### config.mk
export PLATFORM = sky130hd
export DESIGN_NAME = ov7670_stream_gen
export DESIGN_NICKNAME = d
export VERILOG_FILES = /design/src/rtl/ov7670_stream_gen.sv
export SDC_FILE = /design/constraint.sdc
export NUM_CORES = 1
export LEC_CHECK = 0
export BUFFER_PORTS_ARGS = -buffer_cell sky130_fd_sc_hd__buf_2
export CORE_AREA = 2 2 101 103
export DETAILED_ROUTE_END_ITERATION = 8
export DIE_AREA = 0 0 103 105
export GPL_ROUTABILITY_DRIVEN = 0
export SETUP_SLACK_MARGIN = 0.5
export SLEW_MARGIN = 0
export SYNTH_ARGS = -nofsm -noshare
export SYNTH_HDL_FRONTEND = slang
export SYNTH_SLANG_ARGS = --single-unit
### constraint.sdc
create_clock -name clk -period 3.6 [get_ports clk]
set_clock_uncertainty 0.15 [all_clocks]
set_input_delay 0.72 -clock clk [delete_from_list [all_inputs] [get_ports clk]]
set_output_delay 0.72 -clock clk [all_outputs]
set_load 0.01 [all_outputs]
### src/rtl/ov7670_stream_gen.sv
// ov7670_stream_gen: OV7670 RGB565 VGA-timing byte stream emulator.
// Ports: clk/rst_n, enable, mode, fixed_px in; vsync/href/d, frame_start/done, frame_cnt, busy out.
module ov7670_stream_gen #(
  parameter int WIDTH   = 640,
  parameter int HEIGHT  = 480,
  parameter int H_BLANK = 288,
  parameter int V_SYNC  = 3,
  parameter int V_BACK  = 17,
  parameter int V_FRONT = 10
) (
  input  logic        clk,
  input  logic        rst_n,
  input  logic        enable,
  input  logic [1:0]  mode,
  input  logic [15:0] fixed_px,
  output logic        vsync,
  output logic        href,
  output logic [7:0]  d,
  output logic        frame_start,
  output logic        frame_done,
  output logic [15:0] frame_cnt,
  output logic        busy
);

  localparam int L    = 2 * WIDTH + H_BLANK;
  localparam int VM_A = (V_SYNC > V_BACK) ? V_SYNC : V_BACK;
  localparam int VM_B = (HEIGHT > V_FRONT) ? HEIGHT : V_FRONT;
  localparam int VMAX = ((VM_A > VM_B) ? VM_A : VM_B) - 1;
  localparam int HW   = $clog2(L - 1) + 1;
  localparam int VW   = $clog2(VMAX) + 1;

  localparam logic [HW-1:0] H_LAST = HW'(L - 1);
  localparam logic [HW-1:0] H_ACT  = HW'(2 * WIDTH);

  localparam logic [2:0] S_IDLE   = 3'd0;
  localparam logic [2:0] S_VSYNC  = 3'd1;
  localparam logic [2:0] S_VBACK  = 3'd2;
  localparam logic [2:0] S_ACTIVE = 3'd3;
  localparam logic [2:0] S_VFRONT = 3'd4;

  logic [2:0]    state;
  logic [HW-1:0] h_cnt;
  logic [VW-1:0] v_cnt;
  logic [VW-1:0] v_last;
  logic [1:0]    mode_q;
  logic [15:0]   fixed_q;
  logic [15:0]   frame_cnt_q;

  logic        line_end;
  logic        frame_end;
  logic        vsync_c;
  logic        href_c;
  logic        fs_c;
  logic        busy_c;
  logic [7:0]  d_c;
  logic [31:0] p32;
  logic [2:0]  bar;
  logic [15:0] bar_px;
  logic [15:0] px;
  logic [4:0]  row5;
  logic [5:0]  p6;

  assign frame_cnt = frame_cnt_q;

  always_comb begin
    v_last = '0;
    unique case (state)
      S_VSYNC:  v_last = VW'(V_SYNC - 1);
      S_VBACK:  v_last = VW'(V_BACK - 1);
      S_ACTIVE: v_last = VW'(HEIGHT - 1);
      S_VFRONT: v_last = VW'(V_FRONT - 1);
      default:  v_last = '0;
    endcase
  end

  assign line_end  = (h_cnt == H_LAST);
  assign frame_end = (state == S_VFRONT) && line_end
                     && (v_cnt == v_last);

  assign vsync_c = (state == S_VSYNC);
  assign href_c  = (state == S_ACTIVE) && (h_cnt < H_ACT);
  assign fs_c    = vsync_c && (h_cnt == '0) && (v_cnt == '0);
  assign busy_c  = (state != S_IDLE);

  // 32-bit product keeps p*8 exact for WIDTH up to 4096
  assign p32  = 32'(h_cnt >> 1);
  assign bar  = 3'((p32 * 32'd8) / 32'(WIDTH));
  assign row5 = 5'(v_cnt);
  assign p6   = 6'(h_cnt >> 1);

  always_comb begin
    bar_px = 16'h0000;
    unique case (bar)
      3'd0: bar_px = 16'hFFFF;
      3'd1: bar_px = 16'hFFE0;
      3'd2: bar_px = 16'h07FF;
      3'd3: bar_px = 16'h07E0;
      3'd4: bar_px = 16'hF81F;
      3'd5: bar_px = 16'hF800;
      3'd6: bar_px = 16'h001F;
      3'd7: bar_px = 16'h0000;
      default: bar_px = 16'h0000;
    endcase
  end

  always_comb begin
    px = 16'h0000;
    unique case (mode_q)
      2'd1:    px = bar_px;
      2'd2:    px = {row5, p6, row5};
      2'd3:    px = fixed_q;
      default: px = 16'h0000;
    endcase
  end

  always_comb begin
    d_c = 8'h00;
    if (href_c) begin
      if (mode_q == 2'd0) d_c = 8'(h_cnt);
      else if (h_cnt[0])  d_c = px[7:0];
      else                d_c = px[15:8];
    end
  end

  always_ff @(posedge clk or negedge rst_n) begin
    if (!rst_n) begin
      state       <= S_IDLE;
      h_cnt       <= '0;
      v_cnt       <= '0;
      mode_q      <= 2'd0;
      fixed_q     <= 16'h0000;
      frame_cnt_q <= 16'h0000;
      vsync       <= 1'b0;
      href        <= 1'b0;
      d           <= 8'h00;
      frame_start <= 1'b0;
      frame_done  <= 1'b0;
      busy        <= 1'b0;
    end else begin
      vsync       <= vsync_c;
      href        <= href_c;
      d           <= d_c;
      frame_start <= fs_c;
      frame_done  <= frame_end;
      busy        <= busy_c;
      if (frame_end) frame_cnt_q <= frame_cnt_q + 16'd1;

      if (state == S_IDLE) begin
        h_cnt <= '0;
        v_cnt <= '0;
        if (enable) begin
          state   <= S_VSYNC;
          mode_q  <= mode;
          fixed_q <= fixed_px;
        end
      end else if (!line_end) begin
        h_cnt <= h_cnt + HW'(1);
      end else begin
        h_cnt <= '0;
        if (v_cnt != v_last) begin
          v_cnt <= v_cnt + VW'(1);
        end else begin
          v_cnt <= '0;
          unique case (state)
            S_VSYNC:  state <= S_VBACK;
            S_VBACK:  state <= S_ACTIVE;
            S_ACTIVE: state <= S_VFRONT;
            default: begin
              if (enable) begin
                state   <= S_VSYNC;
                mode_q  <= mode;
                fixed_q <= fixed_px;
              end else begin
                state <= S_IDLE;
              end
            end
          endcase
        end
      end
    end
  end

endmodule
# Word level (Yosys, flattened, before mapping)
# Memory sizes are Yosys's and may differ from the RTL's.
# Cells that the tools add are included.
[totals]
regBits = 72
mem_bits_ro = 128
input_bits = 21
output_inout_bits = 29
elab_cells = 71
mem_count = 1
[op_classes]
n_addsub = 3
n_div = 1
order_cmp = 1
n_eq_ne = 13
muxes = 26
reduce_logical = 14
[mem_list]
columns = ["memory", "words", "word_bits", "rd", "rd_clocked_by_memory_dff", "write_ports", "line_no", "text"]
rows = [
  ["(name not given)", 8, 16, 1, 0, 0, "93", "unique case (bar)"],
]
[ops]
columns = ["op", "n"]
rows = [
  ["16-bit 2-to-1 mux", 5],
  ["16-bit one-hot mux with 3 select lines", 1],
  ["9-bit one-hot mux with 4 select lines", 1],
  ["14-bit by 10-bit divider with 32-bit output, second input constant", 1],
  ["10-bit 2-to-1 mux", 3],
  ["12-bit 2-to-1 mux", 2],
  ["8-bit 2-to-1 mux", 3],
  ["16-bit by 1-bit adder with 16-bit output, second input constant", 1],
  ["12-bit by 1-bit adder with 12-bit output, second input constant", 1],
  ["12-bit by 11-bit equality test with 1-bit output, second input constant", 1],
  ["12-bit logical NOT", 1],
  ["12-bit by 11-bit less-than comparator with 1-bit output, second input constant", 1],
  ["3-bit 2-to-1 mux", 4],
  ["10-bit by 1-bit adder with 10-bit output, second input constant", 1],
  ["10-bit equality test", 1],
  ["10-bit logical NOT", 1],
  ["2-bit 2-to-1 mux", 5],
  ["10-bit inequality test", 1],
  ["3-bit one-hot mux with 3 select lines", 1],
  ["3-bit by 2-bit equality test with 1-bit output, second input constant", 2],
  ["3-bit AND reduction", 2],
  ["1-bit logical AND", 5],
  ["2-bit equality test, second input constant", 2],
  ["2-bit inequality test, second input constant", 2],
  ["10 further kinds", 10],
]

# Logic depth before layout (Yosys ltp)
# Gate-level depths: netlist of run 1.
[logic_depth]
word_depth = 6
depth_mapped = 16
mapped_depth_nobuf = 13

# Worst setup path before layout of run 1
# OpenSTA, ideal clock, no wires.
[synth_timing]
kind = "flip-flop to flip-flop"
start = "register h_cnt[9]"
end = "register d[7]"
setup_time_ns = 0.141
t_arrival_ns = 2.965
t_required_ns = 3.309
setup_slack_ns = 0.344
path_stages_with_launch = 16
path_buffers = 2
period_less_slack_ns = 3.256
cell_sequence = "dfrtp_1 > buf_2 > nor2_2 > inv_1 > ha_1 > nor2b_1 > clkbuf_1 > a21o_1 > a2111oi_0 > or3_1 > a311oi_1 > a21oi_2 > nor2_1 > a21oi_1 > a211oi_1 > a211oi_1"
[synth_between]
elab_chain_len = 6
word_cells_on_any_way = 8
classes_between = "1 x div; 1 x order compare; 4 x mux; 1 x reduce/logical; 1 x memory"
[synth_rtl]
columns = ["item", "line_no", "text"]
rows = [
  ["start, declared", "42", "logic [HW-1:0] h_cnt;"],
  ["start signal, assigned", "157", "h_cnt <= h_cnt + HW'(1);"],
  ["14-bit by 10-bit divider with 32-bit output", "87", "assign bar = 3'((p32 * 32'd8) / 32'(WIDTH));"],
  ["memory read 8 x 16 bit", "n/a", ""],
  ["16-bit one-hot mux with 3 select lines", "108", "unique case (mode_q)"],
  ["8-bit 2-to-1 mux", "120", "else if (h_cnt[0]) d_c = px[7:0];"],
  ["8-bit 2-to-1 mux", "119", "if (mode_q == 2'd0) d_c = 8'(h_cnt);"],
  ["8-bit 2-to-1 mux (*)", "118", "if (href_c) begin"],
  ["named net d_c[7]", "55", "logic [7:0] d_c;"],
  ["end signal, assigned", "135", "d <= 8'h00;"],
  ["end signal, assigned", "142", "d <= d_c;"],
  ["end, declared", "18", "output logic [7:0] d,"],
]
# The timed path passes the listed nets; every way through them passes the cells marked *.
# A chain may end at the register's enable or synchronous reset.

# Worst setup path in the final report of run 1
[layout_timing]
start = "register h_cnt[9]"
end = "register d[0]"
# The elaborated chain is that of the path after synthesis.

==> flow_summary.toml, run 1 <==
[worst_setup_path]
reg2reg_slack_ns = 0.55
crit_arrival_ns = 3.19
cpLargestDelayFamily = "compound AO/OA/AOI/OAI gates"
crit_buf_inv = 2
critPathRequiredTime_ns = 3.74
start_kind = "flop"
worstReg2RegStart = "h_cnt[9]$_DFF_PN0_"
critPathMaxFanout = 5
slowest_stage = "dfrtp_1"
r2r_end = "d[0]$_DFF_PN0_"
end_kind = "flop"
cp_slowest_stage_delay_ns = 0.42
worstRegToRegCells = 13
path_class = "reg -> reg"
cp_cell_sequence = "nor2_4 -> inv_4 -> ha_4 -> nor2b_4 -> a21o_1 -> a2111oi_2 -> or3_1 -> a311oi_2 -> a21oi_2 -> buf_4 -> o211ai_1 -> nand4_1 -> a31oi_1"

[cts]
htree_levels = 3
clk_path_buf_depth = 2
numCtsBuffers = 9
hold_buffers = 0
cts.sinks = 72
clock_latency_ns = 0.36
clk_pin_slew_ns = 0.09
cts_root_buf = "clkbuf_8"
cts_tree = "built"

[hold_path]
min_to = "frame_cnt[15]$_DFFE_PN0P_"
worstHoldPathType = "reg -> reg"
hold_depth = 1
min_from = "frame_cnt[15]$_DFFE_PN0P_"

[sta]
fin_setup_tns_ns = 0
period_minus_slack_ns = 3.050
maxSlewViolCount = 0
setup_viol = 0
rsz0062_at_grt = "yes"
slew_headroom_pct = 39.34
min_period_over_period_pct = 84.73
final-hold-violation-count = 0
fmax_mhz = 327.9
worst_pin_slew_ns = 0.9099

[drt]
wirelength_microns = 10380
post-route-drc-count = 0
drtIter0Drc = 248
vias = 3682
viasPerCell = 5.554
drtAntennaViolNets = 0
avgRoutedWirePerCell_microns = 15.65
first_pass_iters = 5

[floorplanning]
core_sq_mm = 0.009639
rows = 36
io_pins = 50
die_y_microns = 105
start_util_pct = 44.06
die-width_microns = 103
dieArea_sq_mm = 0.01082

[grt]
antenna_found_initial = 0
grt_pass1_vias = 3510
grtUsageTotal_pct = 20.32
grt_remaining_overflow = 0
grt_pass1_wl_microns = 17470
grt_start_max_net_pins = 73

[yosys]
syn_inst = 477
ys_seq_area_share_pct = 42.43
ys.flop_type = "dfrtp_1"
synth_edf_count = 0
synth_area_sq_mm = 0.004247
ys_ff_latch = 72
avgSynthCellArea_sq_um = 8.903
synthArstFlopShare_pct = 100.0
yosysWarnings = 0
synth_cell_type_count = 58
synth_nets = 504

[finish]
area_delta_synth_final_pct = 16.94
fin_util_pct = 51.52
diodes = 0
final_nets = 552
drive_above_1_share_pct = 24.72
fill_cells = 932

[flow_run]
cap_violations = 0

[status]
status = "completed"

[place]
port_buffers = 49
place_hpwl_microns = 7029

[pwr]
p_leak_nw = 2.239
peakVddDrop_v = 0.0002357
power_density_mw_per_mm2 = 563.1
-- where the power goes --
group          switching (mW)  internal, mW  total (mW)
clock network           0.356         0.334       0.690
logic                   0.531         0.395       0.926
registers               0.192         0.989        1.18
-- sequential cells by signal, indices dropped and copies added, names as in the netlist --
name,flops
fixed_q,16
frame_cnt,16
h_cnt,12
v_cnt,10
d,8
state,3
mode_q,2
busy,1
frame_done,1
frame_start,1
href,1
vsync,1
-- cell usage after synthesis (3+ instances only) --
| cell | count | area (sq um) |
|---|---|---|
| clkbuf_1 | 21 | 78.83 |
| o21ai_1 | 4 | 20.02 |
| mux2_2 | 15 | 168.9 |
| nor4_1 | 3 | 18.77 |
| a21oi_1 | 34 | 170.2 |
| nand4_1 | 13 | 81.33 |
| a211oi_1 | 11 | 82.58 |
| o21ai_0 | 34 | 170.2 |
| or2_2 | 6 | 37.54 |
| o221ai_1 | 5 | 43.79 |
| nor3_1 | 10 | 50.05 |
| nand3_1 | 16 | 80.08 |
| nand2b_1 | 6 | 37.54 |
| nor2_1 | 41 | 153.9 |
| a31oi_1 | 9 | 56.30 |
| dfrtp_1 | 72 | 1802 |
| xnor2_1 | 14 | 122.6 |
| o22ai_1 | 3 | 18.77 |
| o211ai_1 | 4 | 30.03 |
| xor2_1 | 17 | 148.9 |
| inv_1 | 17 | 63.81 |
| or3_1 | 7 | 43.79 |
| ha_1 | 6 | 75.07 |
| buf_2 | 7 | 35.03 |
| nand2_1 | 43 | 161.4 |
| and3_1 | 9 | 56.30 |
| nor2b_1 | 7 | 43.79 |
| nor3b_1 | 3 | 22.52 |
-- repair_timing --
item                                    in CTS  in global routing
pin swaps                                    2                 14
buffers inserted                             1                  5
resized for setup                            7                 14
gates cloned                                 0                  0
endpoints found under the setup margin       8                 28
-- how the worst max path moves through the flow --
stage,start,to,slack [ns],cells after the start
2_1_floorplan,h_cnt[9]$_DFF_PN0_,d[7]$_DFF_PN0_,0.53,15
3_3_place_gp,h_cnt[10]$_DFF_PN0_,d[0]$_DFF_PN0_,0.39,13
3_5_place_dp,h_cnt[10]$_DFF_PN0_,d[0]$_DFF_PN0_,0.32,13
4_1_cts,h_cnt[10]$_DFF_PN0_,d[0]$_DFF_PN0_,0.51,13
5_1_grt,h_cnt[9]$_DFF_PN0_,d[1]$_DFF_PN0_,0.35,13
6_report,h_cnt[9]$_DFF_PN0_,d[0]$_DFF_PN0_,0.55,13
-- stage by stage --
stage / power [mW] / setup WS [ns] / std cells / cell area, sq um / hold WS (ns)
floorplan: 1.823 / 0.5265 / 477 / 4257 / 0.2744
global placement: 2.111 / 0.3853 / 641 / 4638 / 0.3059
detailed placement: 2.116 / 0.3213 / 641 / 4638 / 0.3080
CTS: 2.808 / 0.5077 / 658 / 4882 / 0.3253
global route: 2.996 / 0.3546 / 663 / 4966 / 0.3729
finish: 2.796 / 0.5498 / 663 / 4966 / 0.3221
-- logic make-up after synthesis --
kind of cell             after synthesis  synth area share (%)
adder cells (fa/ha/maj)                6                 1.768
multiplexers                          19                 4.979
AO/OA/AOI/OAI                        121                 17.77
XOR/XNOR                              31                 6.394
flip-flops                            72                 42.43
buffers and inverters                 48                 4.449
AND/OR/NAND/NOR                      180                 22.22
-- metal layers --
| layer | wire [microns] | up-vias | global-route usage [%] |
|---|---|---|---|
| met5 | 0 | - | 0 |
| met4 | 149 | 0 | 6.391 |
| met3 | 688 | 12 | 5.217 |
| met2 | 4903 | 109 | 30.71 |
| met1 | 4637 | 1759 | 28.47 |
| li1 | - | 1802 | - |
-- placed cells by master (no fill, tap or decap), drive strengths merged, types with 3 or more instances in the layout --
| cell | count |
|---|---|
| xnor2 | 14 |
| a21oi | 35 |
| nand2b | 6 |
| nor2 | 44 |
| nor3b | 3 |
| a211oi | 11 |
| o211ai | 4 |
| o21ai | 38 |
| and3 | 10 |
| or3 | 7 |
| dfrtp | 72 |
| nor4 | 3 |
| clkbuf | 9 |
| buf | 67 |
| o22ai | 3 |
| a31oi | 9 |
| nor2b | 7 |
| or2 | 6 |
| nand4 | 13 |
| o221ai | 5 |
| ha | 6 |
| xor2 | 17 |
| nor3 | 11 |
| nand2 | 44 |
| nand3 | 17 |
| mux2 | 17 |
| inv | 22 |
-- area by class of cell --
type                            count  area, sq um  area share, %
Multi-Input combinational cell    357         2328          46.89
Sequential cell                    72         1805          36.36
Timing Repair Buffer               67        386.6          7.785
Tap cell                          133        166.4          3.351
Clock buffer                        9        123.9          2.494
Clock inverter                      7        85.08          1.713
Inverter                           18        70.07          1.411
Power figures use the tool's default switching activity.
==> inputs of run 2 (changes only) <==
--- a/config.mk
+++ b/config.mk
@@ -5,10 +5,11 @@
 export SDC_FILE = /design/constraint.sdc
 export NUM_CORES = 1
 export LEC_CHECK = 0
+export ABC_AREA = 1
 export BUFFER_PORTS_ARGS = -buffer_cell sky130_fd_sc_hd__buf_2
-export CORE_AREA = 2 2 101 103
+export CORE_AREA = 2 2 100 102
 export DETAILED_ROUTE_END_ITERATION = 8
-export DIE_AREA = 0 0 103 105
+export DIE_AREA = 0 0 102 104
 export GPL_ROUTABILITY_DRIVEN = 0
 export SETUP_SLACK_MARGIN = 0.5
 export SLEW_MARGIN = 0
==> constraint.sdc (replaced) <==
create_clock -name clk -period 3.1 [get_ports clk]
set_clock_uncertainty 0.15 [all_clocks]
set_input_delay 0.62 -clock clk [delete_from_list [all_inputs] [get_ports clk]]
set_output_delay 0.62 -clock clk [all_outputs]
set_load 0.01 [all_outputs]
==> run 2 against run 1 <==
Sequential share of layout area is 2.9 points lower. Clock power is 2% lower. Flip-flop and latch count stayed put. Critical endpoint is now d[4]$_DFF_PN0_.
==> flow_summary.toml, run 2 <==
[pwr]
comb_power_share_pct = 41.5
p_seq_share_pct = 38.1
switching_share_pct = 39.02
power_density_mw_per_mm2 = 616.8
pwr-share-clk_pct = 20.4
p_leak_nw = 2.619
total_power_mw = 3.333
switchingPower_mw = 1.301
intPower_mw = 2.033
peakVddDrop_v = 0.0004444

[drt]
drtAntennaViolNets = 0
wl_met3_microns = 386
first_pass_iters = 5
wirelength_microns = 10680
vias = 3794
drtIter0Drc = 224
post-route-drc-count = 0
wl_met2_microns = 5323
viasPerCell = 5.155
wl_met1_microns = 4746
avgRoutedWirePerCell_microns = 14.52
topRoutingLayerUsed = "met4"

[grt]
grtUsageTotal_pct = 20.54
antenna_found_initial = 0
grt_pass1_vias = 3681
grt_remaining_overflow = 0
grt_start_max_net_pins = 31
grt_pass1_wl_microns = 17350

[worst_setup_path]
crit_buf_inv = 3
start_kind = "flop"
cpLargestDelayFamily = "simple AND/OR/NAND/NOR gates"
crit_arrival_ns = 3.15
slowest_stage = "dfrtp_1"
critPathMaxFanout = 7
worstReg2RegStart = "h_cnt[9]$_DFF_PN0_"
end_kind = "flop"
reg2reg_slack_ns = 0.09
cp_slowest_stage_delay_ns = 0.41
critPathRequiredTime_ns = 3.24
cp_cell_sequence = "clkinv_4 -> nand2_4 -> ha_4 -> inv_2 -> a21oi_4 -> nor2_1 -> nand4_1 -> nand3_2 -> nand2_4 -> nand3_4 -> nand2_2 -> nand2_4 -> nor2_8 -> nand3_4 -> inv_2 -> nor2_1 -> nor2_2 -> nand4_4 -> o21bai_1 -> nand2_1 -> a21oi_2"
worstRegToRegCells = 21
r2r_end = "d[4]$_DFF_PN0_"
path_common_cell = "nand2_4"
path_class = "reg -> reg"

[yosys]
muxShareOfSynthArea_pct = 3.991
synth_edf_count = 0
avgSynthCellArea_sq_um = 8.415
synth_top_area_cell = "dfrtp_1"
ys.flop_type = "dfrtp_1"
synth_nets = 530
synthArstFlopShare_pct = 100.0
synth_top_area_share_pct = 42.57
yosysWarnings = 0
netlist_top_cells_area = "dfrtp_1, nand2_1, inv_1"
synth_cell_type_count = 50
syn_inst = 503
synth_top_family_by_area = "simple AND/OR/NAND/NOR gates"
synth_area_sq_mm = 0.004233
synth-simple-area-share_pct = 28.11
ys_seq_area_share_pct = 42.57
synthAdderAreaFrac_pct = 1.774
synthXorXnorAreaFrac_pct = 4.552
synth-compound-area-share_pct = 11.85
post-synth-top-count-cell = "nand2_1"
ys_ff_latch = 72
synth_common_cells = "nand2_1, dfrtp_1, inv_1"

[floorplanning]
die-width_microns = 102
die_y_microns = 104
core_sq_mm = 0.009549
rows = 36
io_pins = 50
start_util_pct = 44.33
dieArea_sq_mm = 0.01061

[cts]
cts_root_buf = "clkbuf_8"
clk_path_buf_depth = 2
htree_levels = 3
clk_pin_slew_ns = 0.08
cts.sinks = 72
hold_buffers = 0
clock_latency_ns = 0.36
numCtsBuffers = 9
cts_tree = "built"

[finish]
final_nets = 626
final_cells = 736
diodes = 0
drive_above_1_share_pct = 33.67
final_common_cell = "nand2_1"
area_delta_synth_final_pct = 27.67
layout_common_cells = "nand2_1, dfrtp_1, inv_1"
fill_cells = 900
fin_util_pct = 56.59

[sta]
slew_headroom_pct = 53.82
worst_pin_slew_ns = 0.6926
setup_viol = 0
maxSlewViolCount = 0
period_minus_slack_ns = 3.013
min_period_over_period_pct = 97.18
final-hold-violation-count = 0
fmax_mhz = 331.9
rsz0062_at_grt = "yes"

[hold_path]
worstHoldPathType = "in -> async"

[place]
place_hpwl_microns = 7649
dpl.cell_count = 695
port_buffers = 49

[status]
status = "completed"

[flow_run]
cap_violations = 0
[run 2: cell count changes after synthesis, moves of 11 or more]
cell	delta
inv_1	+40
nand2_1	+37
clkbuf_1	-17
a211oi_1	-11
a21oi_1	-11
[run 2: logic make-up after synthesis]
kind of cell               Yosys count
and+or+nand+nor                    231
adders and majority gates            6
xor gates and xnor gates            22
buffers and inverters               75
AOI/OAI and AO/OA                   82
muxes                               15
DFF                                 72
[run 2: through the flow]
stage | hold slack (ns) | instance area [sq um] | setup TNS (ns) | setup slack, ns
floorplan | 0.1744 | 4264 | 0 | 0.2225
global placement | 0.3101 | 4782 | 0 | 0.1446
detailed placement | 0.3104 | 4782 | -0.02756 | -0.01698
CTS | 0.1683 | 5182 | 0 | 0.1511
global route | 0.1986 | 5404 | -0.5003 | -0.1487
finish | 0.1565 | 5404 | 0 | 0.08739
[run 2: what timing repair did]
item                       4_1_cts  5_1_grt
setup endpoints to repair       45       38
pin swaps                       27       13
gates cloned                     0        1
setup buffers                   13       12
gates resized for setup         27       27
[run 2: power by group through the flow]
stage,combinational [mW],sequential [mW],clock (mW)
5_1_grt,1.53,1.29,0.731
3_5_place_dp,1.21,1.28,0
2_1_floorplan,0.806,1.27,0
4_1_cts,1.25,1.27,0.691
3_3_place_gp,1.19,1.27,0
6_report,1.38,1.27,0.679
[run 2: metal layers]
metal | up-vias | GRT usage (%)
met1 | 1801 | 28.08
li1 | 1879 | -
met4 | 0 | 8.000
met2 | 89 | 32.75
met5 | - | 0
met3 | 25 | 2.957
[run 2: cell type report]
type	count	area, sq um	area share (%)
Multi-Input combinational cell	356	2370	43.85
Sequential cell	72	1805	33.41
Timing Repair Buffer	94	629.4	11.65
Inverter	66	260.3	4.816
Tap cell	133	166.4	3.079
Clock buffer	12	155.1	2.871
Clock inverter	3	17.52	0.3241
[run 2: how the worst max path moves through the flow]
stage | startpoint | to | cells past startpoint
after floorplan | h_cnt[9]$_DFF_PN0_ | d[1]$_DFF_PN0_ | 22
after global placement | h_cnt[10]$_DFF_PN0_ | d[2]$_DFF_PN0_ | 19
after detailed placement | h_cnt[10]$_DFF_PN0_ | d[4]$_DFF_PN0_ | 18
after CTS | h_cnt[9]$_DFF_PN0_ | d[1]$_DFF_PN0_ | 21
after global routing | h_cnt[11]$_DFF_PN0_ | d[2]$_DFF_PN0_ | 18
final | h_cnt[9]$_DFF_PN0_ | d[4]$_DFF_PN0_ | 21
[run 2: worst register-to-register path, cell delays in order, from the launching register on]
cell,delay (ns)
dfrtp_1,0.41
clkinv_4,0.07
nand2_4,0.05
ha_4,0.28
inv_2,0.05
a21oi_4,0.13
nor2_1,0.06
nand4_1,0.13
nand3_2,0.13
nand2_4,0.12
nand3_4,0.15
nand2_2,0.13
nand2_4,0.07
nor2_8,0.13
nand3_4,0.13
inv_2,0.08
nor2_1,0.04
nor2_2,0.14
nand4_4,0.12
o21bai_1,0.16
nand2_1,0.08
a21oi_2,0.13
